[config.mk]
export PLATFORM = sky130hd
export DESIGN_NAME = if_id_skid_buffer
export DESIGN_NICKNAME = d
export VERILOG_FILES = /design/src/rtl/if_id_skid_buffer.sv
export SDC_FILE = /design/constraint.sdc
export NUM_CORES = 1
export LEC_CHECK = 0
export BUFFER_PORTS_ARGS = -buffer_cell sky130_fd_sc_hd__buf_2
export CELL_PAD_IN_SITES_DETAIL_PLACEMENT = 1
export CELL_PAD_IN_SITES_GLOBAL_PLACEMENT = 2
export CORE_ASPECT_RATIO = 0.75
export CORE_UTILIZATION = 39
export CTS_BUF_LIST = sky130_fd_sc_hd__clkbuf_4
export CTS_CLUSTER_SIZE = 24
export DETAILED_ROUTE_END_ITERATION = 7
export PLACE_DENSITY = 0.94
export SYNTH_ARGS = -nofsm -noshare
export SYNTH_HDL_FRONTEND = slang
export SYNTH_SLANG_ARGS = --single-unit
export TNS_END_PERCENT = 50
[constraint.sdc]
create_clock -name clk -period 37.8 [get_ports clk]
set_input_delay 11.34 -clock clk [delete_from_list [all_inputs] [get_ports clk]]
set_output_delay 11.34 -clock clk [all_outputs]
set_load 0.005 [all_outputs]
[src/rtl/if_id_skid_buffer.sv]
`default_nettype none
// ============================================================================
// Module      : if_id_skid_buffer
// Description : Two-entry fetch-to-decode buffer. Holds {PC, PC+4, instr}
//               per fetched word, back-pressures the PC stage through
//               if_ready, and discards everything on a taken-branch flush.
// Revision    : 1.0 - initial release
// ============================================================================
module if_id_skid_buffer #(
    parameter int ADDR_W  = 64,
    parameter int INSTR_W = 32
) (
    input  logic               clk,
    input  logic               rst,
    input  logic               if_valid,
    input  logic [ADDR_W-1:0]  if_pc,
    input  logic [ADDR_W-1:0]  if_pc_plus4,
    input  logic [INSTR_W-1:0] if_instr,
    output logic               if_ready,
    output logic               id_valid,
    output logic [ADDR_W-1:0]  id_pc,
    output logic [ADDR_W-1:0]  id_pc_plus4,
    output logic [INSTR_W-1:0] id_instr,
    input  logic               id_ready,
    input  logic               flush,
    output logic [1:0]         occupancy
);

    localparam logic [1:0] c_OCC_EMPTY = 2'd0;
    localparam logic [1:0] c_OCC_ONE   = 2'd1;
    localparam logic [1:0] c_OCC_FULL  = 2'd2;

    // Head entry drives decode; tail entry only fills while decode stalls.
    logic [ADDR_W-1:0]  r_head_pc;
    logic [ADDR_W-1:0]  r_head_pc4;
    logic [INSTR_W-1:0] r_head_instr;
    logic [ADDR_W-1:0]  r_tail_pc;
    logic [ADDR_W-1:0]  r_tail_pc4;
    logic [INSTR_W-1:0] r_tail_instr;
    logic [1:0]         r_occ;

    logic w_push;
    logic w_pop;

    // Handshake flags decode only the occupancy register, so no input
    // reaches an output combinationally.
    assign id_valid  = (r_occ != c_OCC_EMPTY);
    assign if_ready  = (r_occ != c_OCC_FULL);
    assign w_push    = if_valid & if_ready;
    assign w_pop     = id_valid & id_ready;

    assign id_pc       = r_head_pc;
    assign id_pc_plus4 = r_head_pc4;
    assign id_instr    = r_head_instr;
    assign occupancy   = r_occ;

    // Occupancy and entry update; flush wins, empty entries are kept at zero.
    always_ff @(posedge clk or posedge rst) begin
        if (rst) begin
            r_occ        <= c_OCC_EMPTY;
            r_head_pc    <= '0;
            r_head_pc4   <= '0;
            r_head_instr <= '0;
            r_tail_pc    <= '0;
            r_tail_pc4   <= '0;
            r_tail_instr <= '0;
        end else if (flush) begin
            r_occ        <= c_OCC_EMPTY;
            r_head_pc    <= '0;
            r_head_pc4   <= '0;
            r_head_instr <= '0;
            r_tail_pc    <= '0;
            r_tail_pc4   <= '0;
            r_tail_instr <= '0;
        end else begin
            case (r_occ)
                c_OCC_EMPTY: begin
                    if (w_push) begin
                        r_head_pc    <= if_pc;
                        r_head_pc4   <= if_pc_plus4;
                        r_head_instr <= if_instr;
                        r_occ        <= c_OCC_ONE;
                    end
                end
                c_OCC_ONE: begin
                    if (w_push && w_pop) begin
                        // Full-throughput case: replace head, tail untouched.
                        r_head_pc    <= if_pc;
                        r_head_pc4   <= if_pc_plus4;
                        r_head_instr <= if_instr;
                    end else if (w_push) begin
                        r_tail_pc    <= if_pc;
                        r_tail_pc4   <= if_pc_plus4;
                        r_tail_instr <= if_instr;
                        r_occ        <= c_OCC_FULL;
                    end else if (w_pop) begin
                        r_head_pc    <= '0;
                        r_head_pc4   <= '0;
                        r_head_instr <= '0;
                        r_occ        <= c_OCC_EMPTY;
                    end
                end
                c_OCC_FULL: begin
                    // if_ready is low here, so only a pop can happen.
                    if (w_pop) begin
                        r_head_pc    <= r_tail_pc;
                        r_head_pc4   <= r_tail_pc4;
                        r_head_instr <= r_tail_instr;
                        r_tail_pc    <= '0;
                        r_tail_pc4   <= '0;
                        r_tail_instr <= '0;
                        r_occ        <= c_OCC_ONE;
                    end
                end
                default: begin
                    r_occ <= c_OCC_EMPTY;
                end
            endcase
        end
    end

endmodule
`default_nettype wire

==> flow_summary_export.csv, run 1 <==
group,metric,value,unit
power_and_ir_drop,power_density,64.6,mW/mm^2
global_routing,grt_pass1_vias,12900,
floorplanning,die_h,170,um
place,globalplace.congestion,0.806,
timing,fin_ws,24.42,ns
critical_path,startpoint_type,"input port",
timing,hold_viol,0,
clock_tree,clk_pin_slew,0.06,ns
place,portBuffers,328,
timing,fin_crit_sh,0.354,
layout,drive_gt1_frac,0.299,
place,dp_hpwl,27.0,mm
route,wl,45.1,mm
clock_tree,hold_buffers,0,
route,antenna_left,0,
synthesis,syn_nets,1447,
timing,maxSlewViolCount,0,
clock_tree,cts_buffers,85,
timing,layout_min_cycle_time,13.38,ns
route,drc_errors,0,
timing,clock.fmax,74.8,MHz
clock_tree,htreeDepth,3,
route,wl_per_cell,20.9,um
clock_tree,numClockSinks,322,
critical_path,reg2reg_slack,34.46,ns
run_status,status,"complete, no violations",
timing,relSlewSlack,0.299,
critical_path,cp.arrival,14.01,ns
route,first_pass_iters,4,
min_path,hp-class,"reg2reg",
floorplanning,std_cell_rows,61,
route,vias_per_cell,5.48,
critical_path,path_class,"in2reg",
global_routing,antenna_found_initial,6,
clock_tree,clk_path_buf_depth,3,
floorplanning,initial_core_util,0.396,
critical_path,worst-path-max-fanout,73,
timing,setup_violations,0,
route,num_vias,11800,
flow_run,cap_violations,0,
synthesis,synth_area,0.0147,mm^2
floorplanning,die-area,0.0384,mm^2
timing,tns,0,ns
layout,fin_nets,1760,
floorplanning,io_pins,329,
timing,finClkSkew,0.0538,ns
clock_tree,clk_latency,0.76,ns
synthesis,postSynthAreaPerCell,11.5,um^2
clock_tree,post_cts_resized,0,
power_and_ir_drop,irDropWorstVdd,0.0000302,V
place,place_area,0.0166,mm^2
layout,stdcell_area,0.0177,mm^2
floorplanning,core,0.0370,mm^2
clock_tree,tritoncts,"built",
layout,area_growth,20.4,%
global_routing,grt_pass1_wl,71.6,mm
synthesis,ys_seq_elements,322,
floorplanning,die_w,226,um
layout,fillers,4091,
layout,final_util,0.477,
critical_path,cp.required,38.44,ns
global_routing,grtUsageTotal,0.236,
timing,worst_pin_slew,1.05,ns
synthesis,ys_warn_count,0,
synthesis,synth-seq-area-share,0.549,
timing,grt_setup_unrepaired,"false",
clock_tree,root_buffer,"clkbuf_4",
synthesis,synth.distinct_cells,28,
global_routing,gr-total-overflow,0,
clock_tree,post_cts_buffers,0,
synthesis,synthCells,1278,
route,drt_iter0_drc,770,
critical_path,worstSetupEndpointType,"register",
place,place_ws,23.66,ns
power_and_ir_drop,static-leakage-power,9.30,nW
global_routing,grt_max_degree,128,
## kinds of logic (layout without fill, tap and decap cells)
kind of cell	after synthesis	in the layout	synth area share
simple gates	335	335	0.115
compound gates	329	329	0.183
flops	322	322	0.549
mux	160	160	0.109
buf+inv	128	497	0.0398
fa+ha+maj	4	4	0.00341
other cells	0	5	0
## critical path: stages
cell and delay (ns):
buf_6 0.20, nor2_4 0.47, buf_4 0.71, buf_4 0.79
nand2_1 0.15, mux2i_1 0.17
## registers in the layout, indices dropped and copies added (netlist names)
| name | flops |
|---|---|
| r_tail_pc4 | 64 |
| id_pc_plus4 | 64 |
| r_tail_pc | 64 |
| id_pc | 64 |
| occupancy | 2 |
| id_instr | 32 |
| r_tail_instr | 32 |
## Yosys cell counts, drive strengths merged
| cell type | number | area share |
|---|---|---|
| dfrtp | 322 | 0.55 |
| nand2 | 163 | 0.042 |
| nand2b | 163 | 0.070 |
| a22oi | 160 | 0.082 |
| mux2i | 160 | 0.11 |
| o2bb2ai | 160 | 0.096 |
| buf | 65 | 0.024 |
| clkbuf | 57 | 0.015 |
| inv | 6 | 0.0015 |
| ha | 4 | 0.0034 |
| nor3 | 3 | 0.0010 |
| a21oi | 2 | 0.00068 |
| o21ai | 2 | 0.00068 |
| a31oi | 1 | 0.00085 |
| a32o | 1 | 0.00068 |
| and2 | 1 | 0.00043 |
| nand3 | 1 | 0.00034 |
| nand4b | 1 | 0.00060 |
| nor2 | 1 | 0.00026 |
| nor2b | 1 | 0.00043 |
| o2111ai | 1 | 0.00060 |
| o31ai | 1 | 0.0015 |
| o41ai | 1 | 0.00060 |
| or3 | 1 | 0.00043 |
## final cells by class
cell class                      instances  area, um^2  share of cell area
Sequential cell                       322        8060               0.456
Timing Repair Buffer                  348        1800               0.102
Inverter                                6        30.0             0.00170
Clock buffer                          129         968              0.0548
Antenna cell                            5        12.5            0.000709
Tap cell                              504         631              0.0357
Multi-Input combinational cell        828        6060               0.343
Clock inverter                         14         100             0.00567
## per-stage QoR
stage	hold slack, ns	power [mW]	std cells
after CTS	0.487	1.16	2151
after global placement	0.465	0.823	2008
final	0.480	1.14	2156
after global routing	0.496	1.21	2154
after floorplan	0.479	0.700	1278
after detailed placement	0.468	0.836	2008
## routing by layer
metal	vias up	global-route usage	wire length [um]
met3	82	0.0520	2260
met5	-	0	22
met1	6099	0.321	20600
li1	5295	-	-
met4	4	0.0899	1100
met2	342	0.367	21100
## placed cells by master, fill, tap and decap left out
| master | n |
|---|---|
| buf_2 | 327 |
| dfrtp_1 | 322 |
| nand2_1 | 163 |
| nand2b_1 | 162 |
| mux2i_1 | 160 |
| a22oi_1 | 160 |
| o2bb2ai_1 | 160 |
| clkbuf_4 | 129 |
| buf_4 | 20 |
| clkinv_1 | 7 |
| diode_2 | 5 |
| inv_1 | 4 |
| ha_1 | 4 |
| nor3_1 | 3 |
| clkinvlp_4 | 3 |
| a21oi_1 | 2 |
| inv_2 | 2 |
| o21ai_0 | 2 |
| nor2_4 | 1 |
| nor2b_1 | 1 |
| nand3_1 | 1 |
| nand2b_4 | 1 |
| o2111ai_4 | 1 |
| a31oi_4 | 1 |
| nand4b_1 | 1 |
| and2_4 | 1 |
| o31ai_4 | 1 |
| inv_8 | 1 |
| a32o_1 | 1 |
| o41ai_1 | 1 |
| or3_1 | 1 |
| bufinv_16 | 1 |
| inv_6 | 1 |
| clkinv_4 | 1 |
| buf_6 | 1 |
## where the power goes
| group | internal, mW | switching (mW) | total [mW] | leakage [nW] |
|---|---|---|---|---|
| combinational | 0.139 | 0.211 | 0.350 | 4.29 |
| sequential | 0.427 | 0.0521 | 0.480 | 4.38 |
| clock | 0.162 | 0.150 | 0.311 | 0.632 |
| total | 0.728 | 0.413 | 1.14 | 9.30 |
## worst paths after layout
check	endpoint	cells after the start	start
worst max-delay path	r_tail_pc[50]	6	flush
worst min-delay path	id_pc_plus4[62]	1	id_pc_plus4[62]
worst max register to register	r_tail_pc[50]	7	occupancy[0]
worst min register to register	id_pc_plus4[62]	1	id_pc_plus4[62]
max in group asynchronous	id_pc[17]	4	rst
min in group asynchronous	r_tail_pc[5]	2	rst
(Power assumes the default switching activity.)
==> inputs of run 2 (changes only) <==
--- a/config.mk
+++ b/config.mk
@@ -9,11 +9,11 @@
 export CELL_PAD_IN_SITES_DETAIL_PLACEMENT = 1
 export CELL_PAD_IN_SITES_GLOBAL_PLACEMENT = 2
 export CORE_ASPECT_RATIO = 0.75
-export CORE_UTILIZATION = 39
+export CORE_UTILIZATION = 36
 export CTS_BUF_LIST = sky130_fd_sc_hd__clkbuf_4
 export CTS_CLUSTER_SIZE = 24
 export DETAILED_ROUTE_END_ITERATION = 7
-export PLACE_DENSITY = 0.94
+export PLACE_DENSITY = 0.88
 export SYNTH_ARGS = -nofsm -noshare
 export SYNTH_HDL_FRONTEND = slang
 export SYNTH_SLANG_ARGS = --single-unit
==> constraint.sdc (replaced) <==
create_clock -name clk -period 12.6 [get_ports clk]
set_input_delay 3.78 -clock clk [delete_from_list [all_inputs] [get_ports clk]]
set_output_delay 3.78 -clock clk [all_outputs]
set_load 0.005 [all_outputs]
==> run 2 against run 1 <==
  * Power rose to 3.0 times the previous value
  * Wire length up 0.19%
  * Clock skew down 0.025 ns
  * Non-clock buffer count down 3
  * Critical path depth down 1
  * Die area up 8.2%
  * Highest routed layer unchanged
==> flow_summary_export.csv, run 2 (synthesis gave the netlist of run 1 again) <==
group,metric,value,unit
flow_run,cap_violations,0,
critical_path,critPathMostFrequentCell,"buf_4",
timing,setup_violations,0,
global_routing,grtUsageTotal,0.218,
power_and_ir_drop,power_density,194,mW/mm^2
floorplanning,std_cell_rows,63,
clock_tree,root_buffer,"clkbuf_4",
power_and_ir_drop,static-leakage-power,9.31,nW
layout,layout_common_cells,"buf_2, dfrtp_1, nand2_1, nand2b_1",
critical_path,worst-path-max-fanout,69,
timing,grt_setup_unrepaired,"false",
floorplanning,initial_core_util,0.368,
clock_tree,numClockSinks,322,
place,dp_hpwl,27.3,mm
global_routing,grt_max_degree,166,
critical_path,critical-path-top-delay-family,"buffers and inverters",
layout,multi_input_area,0.00606,mm^2
timing,maxSlewViolCount,0,
layout,fin_nets,1758,
route,vias_per_cell,5.42,
layout,final_common_cell,"buf_2",
power_and_ir_drop,irDropWorstVdd,0.0000895,V
critical_path,crit_start,"flush",
layout,drive_gt1_frac,0.300,
layout,fillers,4396,
global_routing,grt_pass1_vias,12600,
layout,finalNonFillerCells,2174,
critical_path,cpPeakStageDelay,0.94,ns
clock_tree,clk_latency,0.73,ns
global_routing,grt_pass1_wl,72.0,mm
timing,worst_pin_slew,1.10,ns
critical_path,worstSetupEndpointType,"register",
clock_tree,cts_buffers,86,
critical_path,worst-path-buf-inv,3,
global_routing,antenna_found_initial,6,
critical_path,r2r-start,"occupancy[0]",
critical_path,cp_slowest_cell,"a31oi_4",
floorplanning,die_h,177,um
clock_tree,post_cts_resized,0,
place,globalplace.congestion,0.822,
route,wl_per_cell,20.8,um
timing,hold_viol,0,
clock_tree,htreeDepth,3,
timing,layout_min_cycle_time,6.29,ns
route,num_vias,11800,
clock_tree,clk_pin_slew,0.06,ns
route,drc_errors,0,
place,dp.cells,2021,
route,drt_iter0_drc,745,
clock_tree,tritoncts,"built",
critical_path,path_class,"in2reg",
floorplanning,die-area,0.0416,mm^2
place,portBuffers,328,
timing,fin_crit_sh,0.499,
layout,area_growth,20.8,%
power_and_ir_drop,finalPower,3.44,mW
critical_path,cp.required,13.25,ns
timing,clock.fmax,159,MHz
timing,tns,0,ns
timing,finClkSkew,0.0284,ns
route,first_pass_iters,5,
critical_path,startpoint_type,"input port",
layout,regArea,0.00806,mm^2
min_path,min_from,"id_pc_plus4[11]",
global_routing,gr-total-overflow,0,
clock_tree,post_cts_buffers,0,
run_status,status,"complete, no violations",
timing,relSlewSlack,0.264,
clock_tree,clk_path_buf_depth,3,
route,antenna_left,0,
floorplanning,die_w,235,um
min_path,hp-class,"reg2reg",
critical_path,cp_cell_sequence,"buf_4, a31oi_4, buf_4, buf_4, o2bb2ai_1",
floorplanning,io_pins,329,
critical_path,cp.arrival,6.94,ns
clock_tree,hold_buffers,0,
route,wl,45.2,mm
floorplanning,core,0.0398,mm^2
## run 2: cell types whose count changed in the layout (fill, tap and decap cells not counted), sizes merged
cell,change
clkbuf,+6
buf,-3
clkinv,+1
inv,-2
clkinvlp,+1
diode,-1
## run 2: area by class of cell
class | count | share of cell area
Sequential cell | 322 | 0.455
Antenna cell | 4 | 0.000565
Clock buffer | 135 | 0.0572
Clock inverter | 14 | 0.00565
Inverter | 6 | 0.00148
Timing Repair Buffer | 345 | 0.101
Tap cell | 520 | 0.0367
Multi-Input combinational cell | 828 | 0.342
## run 2: metrics by stage
step | utilization | cell area [um^2] | hold slack, ns | worst slack, ns
global placement | 0.417 | 16600 | 0.468 | 5.63
finish | 0.445 | 17700 | 0.480 | 6.31
CTS | 0.445 | 17700 | 0.487 | 6.43
floorplan | - | 14700 | 0.479 | 4.53
detailed placement | 0.417 | 16600 | 0.468 | 5.58
global route | 0.445 | 17700 | 0.497 | 6.28
## run 2: path summary, 6_finish.rpt
check / to / slack, ns / cells after the start
setup / recovery: id_pc[50] / 6.31 / 5
hold / removal: id_pc_plus4[11] / 0.48 / 1
setup reg to reg: id_pc[50] / 8.49 / 8
hold reg to reg: id_pc_plus4[11] / 0.48 / 1
max in group asynchronous: id_pc[15] / 7.69 / 4
min in group asynchronous: id_pc[4] / 3.24 / 3
## run 2: power breakdown
part / switching (mW) / total [mW] / internal [mW]
Combinational: 0.627 / 1.04 / 0.416
Clock: 0.453 / 0.959 / 0.505
Sequential: 0.161 / 1.44 / 1.28
Total: 1.24 / 3.44 / 2.20
## run 2: layer usage
| metal | vias to the layer above | wire [um] | share of wire | GRT usage |
|---|---|---|---|---|
| li1 | 5286 | - | - | - |
| met4 | 4 | 1180 | 0.026 | 0.0800 |
| met1 | 6066 | 21200 | 0.47 | 0.309 |
| met2 | 330 | 20400 | 0.45 | 0.326 |
| met5 | - | 26 | 0.00058 | 0 |
| met3 | 89 | 2350 | 0.052 | 0.0496 |
==> inputs of run 3 (changes only) <==
--- a/config.mk
+++ b/config.mk
@@ -5,15 +5,16 @@
 export SDC_FILE = /design/constraint.sdc
 export NUM_CORES = 1
 export LEC_CHECK = 0
+export ABC_AREA = 1
 export BUFFER_PORTS_ARGS = -buffer_cell sky130_fd_sc_hd__buf_2
 export CELL_PAD_IN_SITES_DETAIL_PLACEMENT = 1
 export CELL_PAD_IN_SITES_GLOBAL_PLACEMENT = 2
 export CORE_ASPECT_RATIO = 0.75
-export CORE_UTILIZATION = 36
+export CORE_UTILIZATION = 29
 export CTS_BUF_LIST = sky130_fd_sc_hd__clkbuf_4
 export CTS_CLUSTER_SIZE = 24
 export DETAILED_ROUTE_END_ITERATION = 7
-export PLACE_DENSITY = 0.88
+export PLACE_DENSITY = 0.85
 export SYNTH_ARGS = -nofsm -noshare
 export SYNTH_HDL_FRONTEND = slang
 export SYNTH_SLANG_ARGS = --single-unit
==> constraint.sdc (replaced) <==
create_clock -name clk -period 5.65 [get_ports clk]
set_input_delay 1.695 -clock clk [delete_from_list [all_inputs] [get_ports clk]]
set_output_delay 1.695 -clock clk [all_outputs]
set_load 0.005 [all_outputs]
==> run 3 against run 2 <==
  * Flip-flop and latch count unchanged
  * Die area rose by 31%
  * Via count grew 27%
  * Sequential share of layout area down 2.9 points
  * Worst setup slack got worse by 4.3 ns
  * Non-clock buffer count increased by 3
  * Wire length rose by 20%
  * Largest cell class unchanged
==> flow_summary_export.csv, run 3 <==
group,metric,value,unit
power_and_ir_drop,static-leakage-power,11.1,nW
clock_tree,post_cts_buffers,0,
route,drc_errors,0,
floorplanning,io_pins,329,
clock_tree,htreeDepth,3,
clock_tree,hold_buffers,0,
global_routing,grt_pass1_vias,16100,
synthesis,synth_top_area_frac,0.519,
critical_path,crit_start,"occupancy[0]",
floorplanning,core,0.0529,mm^2
layout,layout_common_cells,"nand2_1, buf_2, dfrtp_1, nand3b_1, clkbuf_4",
global_routing,grtUsageTotal,0.203,
power_and_ir_drop,irDropWorstVdd,0.000501,V
layout,final_util,0.358,
critical_path,cp.arrival,1.95,ns
route,wl,54.4,mm
place,portBuffers,328,
layout,multi_input_area,0.00686,mm^2
synthesis,synth_ff_type,"dfrtp_1",
clock_tree,cts_buffers,92,
clock_tree,tritoncts,"built",
critical_path,worst-path-max-fanout,5,
critical_path,endpoint,"if_ready",
critical_path,reg2reg_slack,2.59,ns
synthesis,synth_area,0.0155,mm^2
synthesis,synth.distinct_cells,19,
synthesis,synthTopCellsByCount,"nand2_1, dfrtp_1, nand3b_1",
floorplanning,initial_core_util,0.294,
synthesis,ys_seq_elements,322,
route,wl_per_cell,17.0,um
clock_tree,post_cts_resized,0,
layout,fillers,6675,
clock_tree,root_buffer,"clkbuf_4",
synthesis,postSynthAreaPerCell,7.37,um^2
clock_tree,numClockSinks,322,
critical_path,worstSetupEndpointType,"primary output",
clock_tree,clk_path_buf_depth,3,
timing,worst_pin_slew,1.20,ns
critical_path,r2r_end,"id_pc_plus4[31]",
power_and_ir_drop,power_density,519,mW/mm^2
synthesis,synth_edf_count,0,
synthesis,syn_nets,2276,
global_routing,use_met1,0.258,
critical_path,ff2ff_path_depth,11,
run_status,status,"complete, no violations",
route,num_vias,14900,
timing,fin_crit_sh,0.645,
synthesis,synth-seq-area-share,0.519,
layout,fin_nets,2580,
critical_path,r2r-start,"occupancy[0]",
floorplanning,die_w,269,um
clock_tree,clk_pin_slew,0.06,ns
layout,regArea,0.00806,mm^2
route,antenna_left,0,
global_routing,grt_max_degree,161,
route,first_pass_iters,5,
timing,grt_setup_unrepaired,"false",
synthesis,synthMostInstantiatedCell,"nand2_1",
critical_path,startpoint_type,"register",
floorplanning,std_cell_rows,73,
synthesis,ys_warn_count,0,
place,dp_hpwl,31.9,mm
layout,drive_gt1_frac,0.207,
route,vias_per_cell,4.66,
synthesis,synthCells,2107,
timing,finClkSkew,0.0446,ns
timing,setup_violations,0,
critical_path,path_class,"reg2out",
global_routing,met2_usage,0.332,
global_routing,gr-total-overflow,0,
timing,layout_min_cycle_time,3.64,ns
synthesis,synth_top_cells_by_area,"dfrtp_1, nand2_1, nand3b_1",
flow_run,cap_violations,0,
layout,area_growth,22.0,%
synthesis,async_flop_share,1.00,
place,globalplace.congestion,0.779,
timing,hold_viol,0,
global_routing,use_met3,0.0573,
timing,relSlewSlack,0.203,
global_routing,grt_pass1_wl,88.2,mm
floorplanning,die_h,202,um
synthesis,synth_top_cell_by_area,"dfrtp_1",
timing,maxSlewViolCount,0,
layout,final_common_cell,"nand2_1",
global_routing,top_usage_layer,"met2",
min_path,hp-class,"reg2reg",
clock_tree,clk_latency,0.84,ns
timing,tns,0,ns
global_routing,antenna_found_initial,16,
timing,clock.fmax,274,MHz
floorplanning,die-area,0.0545,mm^2
critical_path,cp.required,3.95,ns
route,drt_iter0_drc,809,
==> run 3: changes by cell type after synthesis, sizes merged, moves of 160 or more <==
cell	delta
o2bb2ai	-160
nand3b	+160
mux2i	-160
nand2	+1292
a22oi	-160
nand2b	-163
==> run 3: area by class of cell <==
cell class / count / share of cell area
Clock buffer: 146 / 0.0579
Sequential cell: 322 / 0.425
Timing Repair Buffer: 348 / 0.0979
Clock inverter: 19 / 0.00555
Tap cell: 712 / 0.0470
Antenna cell: 13 / 0.00172
Inverter: 10 / 0.00231
Multi-Input combinational cell: 1637 / 0.362
==> run 3: logic make-up after synthesis <==
family,synth area share
flip-flops,0.519
AO/OA/AOI/OAI,0.000322
adder cells (fa/ha/maj),0.00322
buffers and inverters,0.0413
AND/OR/NAND/NOR,0.436
==> run 3: worst min-delay path by stage <==
| stage | from | endpoint | cells after the start |
|---|---|---|---|
| global placement | r_tail_instr[2] | r_tail_instr[2] | 2 |
| finish | r_tail_pc4[29] | r_tail_pc4[29] | 2 |
| detailed placement | r_tail_pc4[48] | r_tail_pc4[48] | 2 |
| global route | r_tail_instr[15] | r_tail_instr[15] | 2 |
| CTS | r_tail_pc4[29] | r_tail_pc4[29] | 2 |
| floorplan | r_tail_instr[0] | r_tail_instr[0] | 2 |
==> run 3: critical path, stage by stage, from the launching register on <==
cell	delay, ns
dfrtp_1	0.46
inv_1	0.12
ha_1	0.24
inv_1	0.13
buf_2	0.19
==> run 3: per-layer routing <==
layer  routed length [um]  vias up
met5                   81        -
met4                 1300       14
met3                 3280      112
met2                25200      356
met1                24600     7373
li1                     -     7089
==> run 3: metrics by stage <==
| step | setup slack, ns | hold WS (ns) | cells | area (um^2) | power [mW] |
|---|---|---|---|---|---|
| 3_5_place_dp | 1.64 | 0.458 | 3029 | 17700 | 7.66 |
| 5_1_grt | 1.84 | 0.485 | 3203 | 18900 | 10.7 |
| 2_1_floorplan | -0.340 | 0.442 | 2107 | 15500 | 5.99 |
| 4_1_cts | 1.87 | 0.473 | 3194 | 18900 | 10.1 |
| 3_3_place_gp | 1.73 | 0.453 | 3029 | 17700 | 7.53 |
| 6_report | 2.01 | 0.467 | 3207 | 18900 | 9.84 |
==> run 3: power breakdown <==
part / leakage, nW / internal, mW / switching (mW) / total [mW]
logic: 6.12 / 1.18 / 2.47 / 3.65
clock network: 0.728 / 1.21 / 1.09 / 2.30
registers: 4.24 / 3.28 / 0.607 / 3.88
